$ cat src/rtl/line_solver.sv
// line_solver: nonogram-style line propagation for a ROWS x COLS grid.
//
// The block receives every candidate fill of one line (a row or a column) as a
// stream of option beats. Options that disagree with cells already known are
// dropped. The surviving options are reduced to an AND and an OR per cell. A
// cell is fixed to 1 when every survivor has it set, and to 0 when no survivor
// has it set. The grid is updated once, after the last beat of the line.
//
// Optional feature: define LINE_SOLVER_STATS_EN to add the lines_done and
// options_pruned statistics counters.
//
// Ports
//   clk            sole clock, rising edge
//   rst            synchronous reset, active low
//   opt_valid      option beat valid
//   opt_ready      block accepts a beat this cycle (IDLE / ACCUM)
//   opt_last       final option of the current line
//   row            1 = row line, 0 = column line (sampled on first beat)
//   line_ind       line index (sampled on first beat)
//   option         candidate fill, bit i = cell i along the line
//   assigned       cell values, assigned[r][c]
//   known          cell-determined flags, known[r][c]
//   done_valid     one-cycle pulse, line result valid
//   surviving      number of non-contradicting options for the line
//   changed        at least one cell became known on this line
//   contradiction  no option survived
//   solved         every cell is known
//   lines_done     (stats) completed lines, wrapping
//   options_pruned (stats) rejected option beats, wrapping
module line_solver #(
    parameter int ROWS  = 3,
    parameter int COLS  = 3,
    parameter int CNT_W = 8,
    localparam int L_MAX = (ROWS > COLS) ? ROWS : COLS,
    localparam int IDX_W = (L_MAX > 1) ? $clog2(L_MAX) : 1
) (
    input  logic                       clk,
    input  logic                       rst,
    input  logic                       opt_valid,
    output logic                       opt_ready,
    input  logic                       opt_last,
    input  logic                       row,
    input  logic [IDX_W-1:0]           line_ind,
    input  logic [L_MAX-1:0]           option,
    output logic [ROWS-1:0][COLS-1:0]  assigned,
    output logic [ROWS-1:0][COLS-1:0]  known,
    output logic                       done_valid,
    output logic [CNT_W-1:0]           surviving,
    output logic                       changed,
    output logic                       contradiction,
`ifdef LINE_SOLVER_STATS_EN
    output logic [31:0]                lines_done,
    output logic [31:0]                options_pruned,
`endif
    output logic                       solved
);

    typedef enum logic [1:0] {IDLE, ACCUM, COMMIT, DONE} state_t;

    state_t                     state, state_nx;
    logic                       row_q;
    logic [IDX_W-1:0]           ind_q;
    logic [CNT_W-1:0]           cnt;
    logic [L_MAX-1:0]           and_acc, or_acc;

    logic                       accept, sel_row, line_ok, consistent, any_new;
    logic                       a_bit, o_bit;
    int                         ind, len;
    logic [L_MAX-1:0]           line_asg, line_kn, mask;
    logic [ROWS-1:0][COLS-1:0]  known_nx, assigned_nx;

    assign opt_ready  = (state == IDLE) || (state == ACCUM);
    assign done_valid = (state == DONE);
    assign accept     = opt_valid && opt_ready;
    assign solved     = &known;

    // The first beat of a line is checked against the line it names on the
    // inputs; later beats and the commit use the latched line.
    always_comb begin
        sel_row    = (state == IDLE) ? row : row_q;
        ind        = int'((state == IDLE) ? line_ind : ind_q);
        len        = sel_row ? COLS : ROWS;
        line_ok    = sel_row ? (ind < ROWS) : (ind < COLS);
        line_asg   = '0;
        line_kn    = '0;
        mask       = '0;
        for (int i = 0; i < L_MAX; i++) mask[i] = (i < len);
        // An out-of-range line matches no cell, so every beat is consistent.
        for (int r = 0; r < ROWS; r++) begin
            for (int c = 0; c < COLS; c++) begin
                if (sel_row && ind == r) begin
                    line_asg[c] = assigned[r][c];
                    line_kn[c]  = known[r][c];
                end
                if (!sel_row && ind == c) begin
                    line_asg[r] = assigned[r][c];
                    line_kn[r]  = known[r][c];
                end
            end
        end
        consistent = (((option ^ line_asg) & line_kn & mask) == '0);
    end

    // Candidate grid after committing the current line.
    always_comb begin
        known_nx    = known;
        assigned_nx = assigned;
        any_new     = 1'b0;
        a_bit       = 1'b0;
        o_bit       = 1'b0;
        for (int r = 0; r < ROWS; r++) begin
            for (int c = 0; c < COLS; c++) begin
                if ((sel_row && ind == r) || (!sel_row && ind == c)) begin
                    a_bit = sel_row ? and_acc[c] : and_acc[r];
                    o_bit = sel_row ? or_acc[c]  : or_acc[r];
                    if (a_bit || !o_bit) begin
                        if (!known[r][c]) any_new = 1'b1;
                        known_nx[r][c]    = 1'b1;
                        assigned_nx[r][c] = a_bit;
                    end
                end
            end
        end
    end

    always_comb begin
        state_nx = state;
        case (state)
            IDLE:    if (accept) state_nx = opt_last ? COMMIT : ACCUM;
            ACCUM:   if (accept && opt_last) state_nx = COMMIT;
            COMMIT:  state_nx = DONE;
            DONE:    state_nx = IDLE;
            default: state_nx = IDLE;
        endcase
    end

    always_ff @(posedge clk) begin
        if (!rst) begin
            state         <= IDLE;
            row_q         <= 1'b0;
            ind_q         <= '0;
            cnt           <= '0;
            and_acc       <= '1;
            or_acc        <= '0;
            known         <= '0;
            assigned      <= '0;
            surviving     <= '0;
            changed       <= 1'b0;
            contradiction <= 1'b0;
        end else begin
            state <= state_nx;
            if (accept) begin
                if (state == IDLE) begin
                    row_q <= row;
                    ind_q <= line_ind;
                end
                if (consistent) begin
                    if (cnt != '1) cnt <= cnt + CNT_W'(1);
                    and_acc <= and_acc & option;
                    or_acc  <= or_acc | option;
                end
            end
            if (state == COMMIT) begin
                if (line_ok && cnt != '0) begin
                    known    <= known_nx;
                    assigned <= assigned_nx;
                end
                surviving     <= line_ok ? cnt : '0;
                changed       <= line_ok && (cnt != '0) && any_new;
                contradiction <= line_ok && (cnt == '0);
            end
            // Re-arm the accumulators so the next line starts fresh in IDLE.
            if (state == DONE) begin
                cnt     <= '0;
                and_acc <= '1;
                or_acc  <= '0;
            end
        end
    end

`ifdef LINE_SOLVER_STATS_EN
    always_ff @(posedge clk) begin
        if (!rst) begin
            lines_done     <= '0;
            options_pruned <= '0;
        end else begin
            if (state == DONE) lines_done <= lines_done + 32'd1;
            if (accept && !consistent) options_pruned <= options_pruned + 32'd1;
        end
    end
`endif

endmodule

$ cat config.mk
export PLATFORM = sky130hd
export DESIGN_NAME = line_solver
export DESIGN_NICKNAME = d
export VERILOG_FILES = /design/src/rtl/line_solver.sv
export SDC_FILE = /design/constraint.sdc
export NUM_CORES = 1
export LEC_CHECK = 0
export ABC_AREA = 1
export CAP_MARGIN = 40
export CORE_AREA = 2 2 87 89
export DETAILED_ROUTE_END_ITERATION = 10
export DIE_AREA = 0 0 89 91
export MAX_ROUTING_LAYER = met4
export PLACE_DENSITY = 0.68
export SYNTH_ARGS = -nofsm -noshare
export SYNTH_HDL_FRONTEND = slang
export SYNTH_SLANG_ARGS = --single-unit
$ cat constraint.sdc
create_clock -name clk -period 6.1 [get_ports clk]
set_clock_uncertainty 0.15 [all_clocks]
set_input_delay 1.22 -clock clk [delete_from_list [all_inputs] [get_ports clk]]
set_output_delay 1.22 -clock clk [all_outputs]
set_load 0.01 [all_outputs]
Yosys cells after proc, flatten, opt, wreduce, memory -nomap -nowiden --
Index checks and enable logic that the tools add are counted.
Storage, ports and cells: flip-flop bits (word level) 47, input bits 10, output and inout bits 31, word-level logic and storage cells 184
Cells by class: add/sub/neg operators 1, $lt $le $gt $ge 1, equal/unequal tests 8, muxes and demuxes 82, bitwise gates (word level) 5, reduce and logical (&&, ||, !) cells 60
Operator list (count):
- 2-to-1 mux 1 bit | 76
- AND reduction 4 bit | 9
- zero test 32 bit | 1
- logical OR 1 bit | 19
- logical AND 1 bit | 11
- zero test 1 bit | 10
- AND reduction 9 bit | 1
- adder 8 x 1 -> 8 bit, second input constant | 1
- zero test 8 bit | 1
- 2-to-1 mux 2 bit | 4
- 2-to-1 mux 8 bit | 1
- inequality test 8 bit, second input constant | 1
- case mux 2 bit (4 select lines) | 1
- nonzero test 8 bit | 1
- AND 3 bit | 2
- == test 2 bit, second input constant | 3
- AND reduction 2 bit | 3
- == test 2 x 1 -> 1 bit, second input constant | 2
- zero test 3 bit | 1
- bitwise OR 3 bit | 1
- AND reduction 3 bit | 1
- XOR 3 bit | 1
- zero test 2 bit | 1
- < comparator 2 bit, second input constant | 1
- 4 further kinds | 4

Logic depth before layout (Yosys ltp) --
depth after elaboration 31, gate-level depth with buffers 20, mapped depth without buffers 19

Worst setup path before layout --
No wires, ideal clock.
path type input-to-reg, start input row, end register and_acc[0], setup time 125 ps, arrival time 2439 ps, data required time 5825 ps, path slack 3385 ps, cell stages on the path 15, path buffers 2, cell sequence inv_1 > nand2_1 > nand2_4 > inv_2 > buf_6 > nand3_1 > nand4_1 > nand2_1 > nand2_1 > nor2_1 > nor2_4 > buf_6 > nand2_2 > o21ai_1 > nand2_1
Between the ends: cells in the longest elaborated chain, start to end 12
RTL lines:
- from (decl) | line 42 | input logic row,
- 2-to-1 mux 1 bit *
- logical AND 1 bit / zero test 1 bit (equally long branches) | line 91, 95
- 2-to-1 mux 1 bit / logical AND 1 bit (equally long branches) | line 91, 95
- 2-to-1 mux 1 bit, on equally long branches (2 in series) | line 95, 91
- 2-to-1 mux 1 bit | line 95 | if (!sel_row && ind == c) begin
- 2-to-1 mux 1 bit, on equally long branches (2 in series) | line 91, 95
- XOR 3 bit | line 101 | consistent = (((option ^ line_asg) & line_kn & mask) == '0);
- AND 3 bit * | line 101
- zero test 3 bit * | line 101
- AND reduction 2 bit (no source line) *
- to (signal assigned) | line 159 | and_acc <= and_acc & option;
- to (decl) | line 64 | logic [L_MAX-1:0] and_acc, or_acc;
Mark *: on every way between the ends. The rest lies on a longest branch, timed or not. A chain may end at the register's enable or synchronous reset.

Worst setup path in the final report --
start input row, end register cnt[0]
Between the ends: cells in the longest elaborated chain, start to end 12
RTL lines:
- 2-to-1 mux 1 bit *
- logical AND 1 bit / zero test 1 bit (equally long branches) | line 91, 95
- 2-to-1 mux 1 bit / logical AND 1 bit (equally long branches) | line 91, 95
- 2-to-1 mux 1 bit, on equally long branches (2 in series) | line 95, 91
- 2-to-1 mux 1 bit | line 95
- 2-to-1 mux 1 bit, on equally long branches (2 in series) | line 91, 95
- XOR 3 bit | line 101
- AND 3 bit * | line 101
- zero test 3 bit * | line 101
- AND reduction 3 bit (no source line) *
- to (signal assigned) | line 158 | if (cnt != '1) cnt <= cnt + CNT_W'(1);
- to (decl) | line 63 | logic [CNT_W-1:0] cnt;
Marked as above.

==> load_flow_metrics.sql <==
INSERT INTO impl_metrics (metric_group, metric, value, unit) VALUES
('synthesis', 'synth_simple_gate_area_frac', '0.386', ''),
('synthesis', 'number_of_flops_mapped_to_enable_cells_by_yosys', '0', ''),
('synthesis', 'synth_fa_ha_area_frac', '0.0269', ''),
('worst_hold_path', 'hold_path.class', 'reg -> reg', ''),
('power_and_ir_drop', 'vdd.ir_drop.worst', '158', 'uV'),
('synthesis', 'yosys.cell_count.top_type', 'sky130_fd_sc_hd__nand2_1', ''),
('placed_design', 'dp_hpwl', '6000', 'um'),
('setup_path', 'worst-endpoint-arrival', '3.45', 'ns'),
('timing', 'min_cycle_time_layout', '3.40', 'ns'),
('cts', 'cts.clk_slew.worst_paths', '0.09', 'ns'),
('routing', 'route.detailed.vias_per_inst', '5.16', ''),
('floorplanning', 'die_span_in_x', '89', 'um'),
('grt', 'met1_usage', '0.255', ''),
('routing', 'drc', '0', ''),
('finish', 'diodes', '0', ''),
('setup_path', 'critPathLaunchType', 'input pin', ''),
('routing', 'route.antenna.remaining_nets', '0', ''),
('grt', 'grt_antenna_before_repair', '0', ''),
('synthesis', 'synth-seq-cells', '47', ''),
('routing', 'firstDrtPassIters', '4', ''),
('floorplanning', 'total_die_area', '8100', 'sq um'),
('finish', 'n_fill_cell', '770', ''),
('cts', 'cts_resized', '0', ''),
('synthesis', 'netlist_instances', '416', ''),
('synthesis', 'synth.yosys.seq_area_share', '0.337', ''),
('finish', 'area_growth_syn_to_layout', '20.5', '%'),
('cts', 'cts_buffers', '5', ''),
('timing', 'setup_repair_after_global_routing_missed_its_margin', 'no', ''),
('synthesis', 'synth_xor_xnor_area_share', '0.0188', ''),
('cts', 'clock_tree.buffer_depth', '2', ''),
('timing', 'finalSetupTns', '0', 'ns'),
('setup_path', 'path_class', 'in -> reg', ''),
('timing', 'hold-worst-slack', '0.320', 'ns'),
('finish', 'drive_gt1_frac', '0.0771', ''),
('cts', 'cts_setup_buffers', '0', ''),
('grt', 'busiest_layer', 'met2', ''),
('power_and_ir_drop', 'power.total', '1.52', 'mW'),
('grt', 'grt_max_degree', '25', ''),
('synthesis', 'post_synth_main_area_contributors', 'sky130_fd_sc_hd__dfxtp_1, sky130_fd_sc_hd__nand2_1, sky130_fd_sc_hd__a21oi_1', ''),
('grt', 'grt_pass1_wl', '12400', 'um'),
('power_and_ir_drop', 'power-per-cell-area', '452', 'nW/um^2'),
('routing', 'avgRoutedWirePerCell', '13.8', 'um'),
('synthesis', 'synth-compound-area-share', '0.127', ''),
('floorplanning', 'floorplan.core_area', '7140', 'sq um'),
('synthesis', 'synthesis.area', '2790', 'sq um'),
('cts', 'clock_tree.htree_level_count', '2', ''),
('routing', 'drt-initial-drc-count', '233', ''),
('setup_path', 'critical_path.endpoint_type', 'flop', ''),
('timing', 'setup_violations', '0', ''),
('cts', 'cts_num_sinks', '47', ''),
('timing', 'min_period_over_period', '0.557', ''),
('finish', 'nNetsFinal', '469', ''),
('routing', 'vias', '2851', ''),
('grt', 'first_global_vias', '2633', ''),
('floorplanning', 'initial_core_util', '0.391', ''),
('timing', 'timing.slew.headroom', '0.507', ''),
('floorplanning', 'fp.dieH', '91', 'um'),
('setup_path', 'critical_path_required', '6.16', 'ns'),
('setup_path', 'timing.critical_path.fanout_max', '24', ''),
('synthesis', 'yosysWarningCount', '0', ''),
('synthesis', 'synth_area_per_cell', '6.70', 'sq um'),
('synthesis', 'synth_nets', '432', ''),
('synthesis', 'yosysUniqueCellTypes', '34', ''),
('routing', 'totalWireLength', '7620', 'um'),
('grt', 'overall_overflow_remaining_after_global_route', '0', ''),
('placed_design', 'number_of_cells_after_detailed_placement', '545', ''),
('synthesis', 'synth.top_cells.by_count', 'sky130_fd_sc_hd__nand2_1, sky130_fd_sc_hd__inv_1, sky130_fd_sc_hd__dfxtp_1, sky130_fd_sc_hd__a21oi_1, sky130_fd_sc_hd__nand3_1', ''),
('floorplanning', 'placementRows', '31', ''),
('synthesis', 'synth_async_sr_flop_share', '0', ''),
('outcome', 'status', 'finished, final reports clean', ''),
('run', 'max-cap-violations', '0', '');
flip-flops by register name, indices dropped and copies added, names as in the netlist, 2 cells and up:
register   flops
assigned       9
known          9
cnt            8
surviving      8
and_acc        3
or_acc         3
ind_q          2
state          2
metal layers:
layer,part of all wire,vias up
met2,0.47,76
met4,0.025,0
met3,0.053,18
met5,0,-
met1,0.45,1323
li1,-,1434
layout by cell type (no fill, tap or decap), drive strengths merged:
cell,count
clkbuf,6
nor2,39
dfxtp,47
bufinv,1
o21ai,25
o211ai,2
clkinv,3
a31oi,2
nand2,120
xnor2,2
nor3,7
nor4,1
a211oi,1
ha,6
nand3,38
or2,4
nand3b,1
a21oi,39
nand4,13
xor2,4
clkdlybuf4s50,40
inv,53
per-stage QoR:
stage / cell area, sq um / util / worst slack (ns)
floorplan: 2790 / - / 3.39
global placement: 3240 / 0.454 / 2.39
detailed placement: 3240 / 0.454 / 2.39
CTS: 3360 / 0.471 / 2.71
global route: 3360 / 0.471 / 2.42
finish: 3360 / 0.471 / 2.70
worst max-delay path, cell delays in order:
cell	delay (ns)
sky130_fd_sc_hd__clkdlybuf4s50_1	0.42
sky130_fd_sc_hd__inv_1	0.06
sky130_fd_sc_hd__nand2_1	0.09
sky130_fd_sc_hd__nand2_4	0.27
sky130_fd_sc_hd__inv_2	0.18
sky130_fd_sc_hd__nor2_1	0.22
sky130_fd_sc_hd__nand2_1	0.07
sky130_fd_sc_hd__nand4_1	0.15
sky130_fd_sc_hd__nand2_1	0.07
sky130_fd_sc_hd__nand2_1	0.07
sky130_fd_sc_hd__nand3_2	0.22
sky130_fd_sc_hd__nand3_4	0.23
sky130_fd_sc_hd__nand2_1	0.07
sky130_fd_sc_hd__nand2_1	0.06
sky130_fd_sc_hd__nor2_1	0.05
final timing paths:
kind / from / end / slack (ns) / cells past startpoint
worst max-delay path: row / cnt[0]$_SDFFE_PP0P_ / 2.70 / 15
worst min register to register: surviving[6]$_SDFFE_PN0P_ / surviving[6]$_SDFFE_PN0P_ / 0.32 / 2
worst max register to register: state[0]$_SDFFE_PN0P_ / cnt[0]$_SDFFE_PP0P_ / 3.07 / 15
worst min-delay path: surviving[6]$_SDFFE_PN0P_ / surviving[6]$_SDFFE_PN0P_ / 0.32 / 2
cell type report:
type	instances	area share
multi-input combinational	304	0.464
sequential	47	0.280
timing repair buffer	40	0.119
inverter	55	0.0637
tap	99	0.0369
clock buffer	6	0.0246
clock inverter	2	0.0115
where the power goes:
group	total (mW)	switching [mW]	leakage (nW)	internal, mW
logic	0.862	0.581	0.895	0.281
registers	0.410	0.0494	0.381	0.360
clock network	0.245	0.110	0.0618	0.135
total	1.52	0.741	1.34	0.776
kinds of logic after synthesis:
kind of cell / count (synthesis)
and+or+nand+nor: 223
AOI/OAI and AO/OA: 69
buffers and inverters: 65
DFF: 47
xor gates and xnor gates: 6
adders and majority gates: 6
No activity file was read; power rests on OpenSTA's default activity.
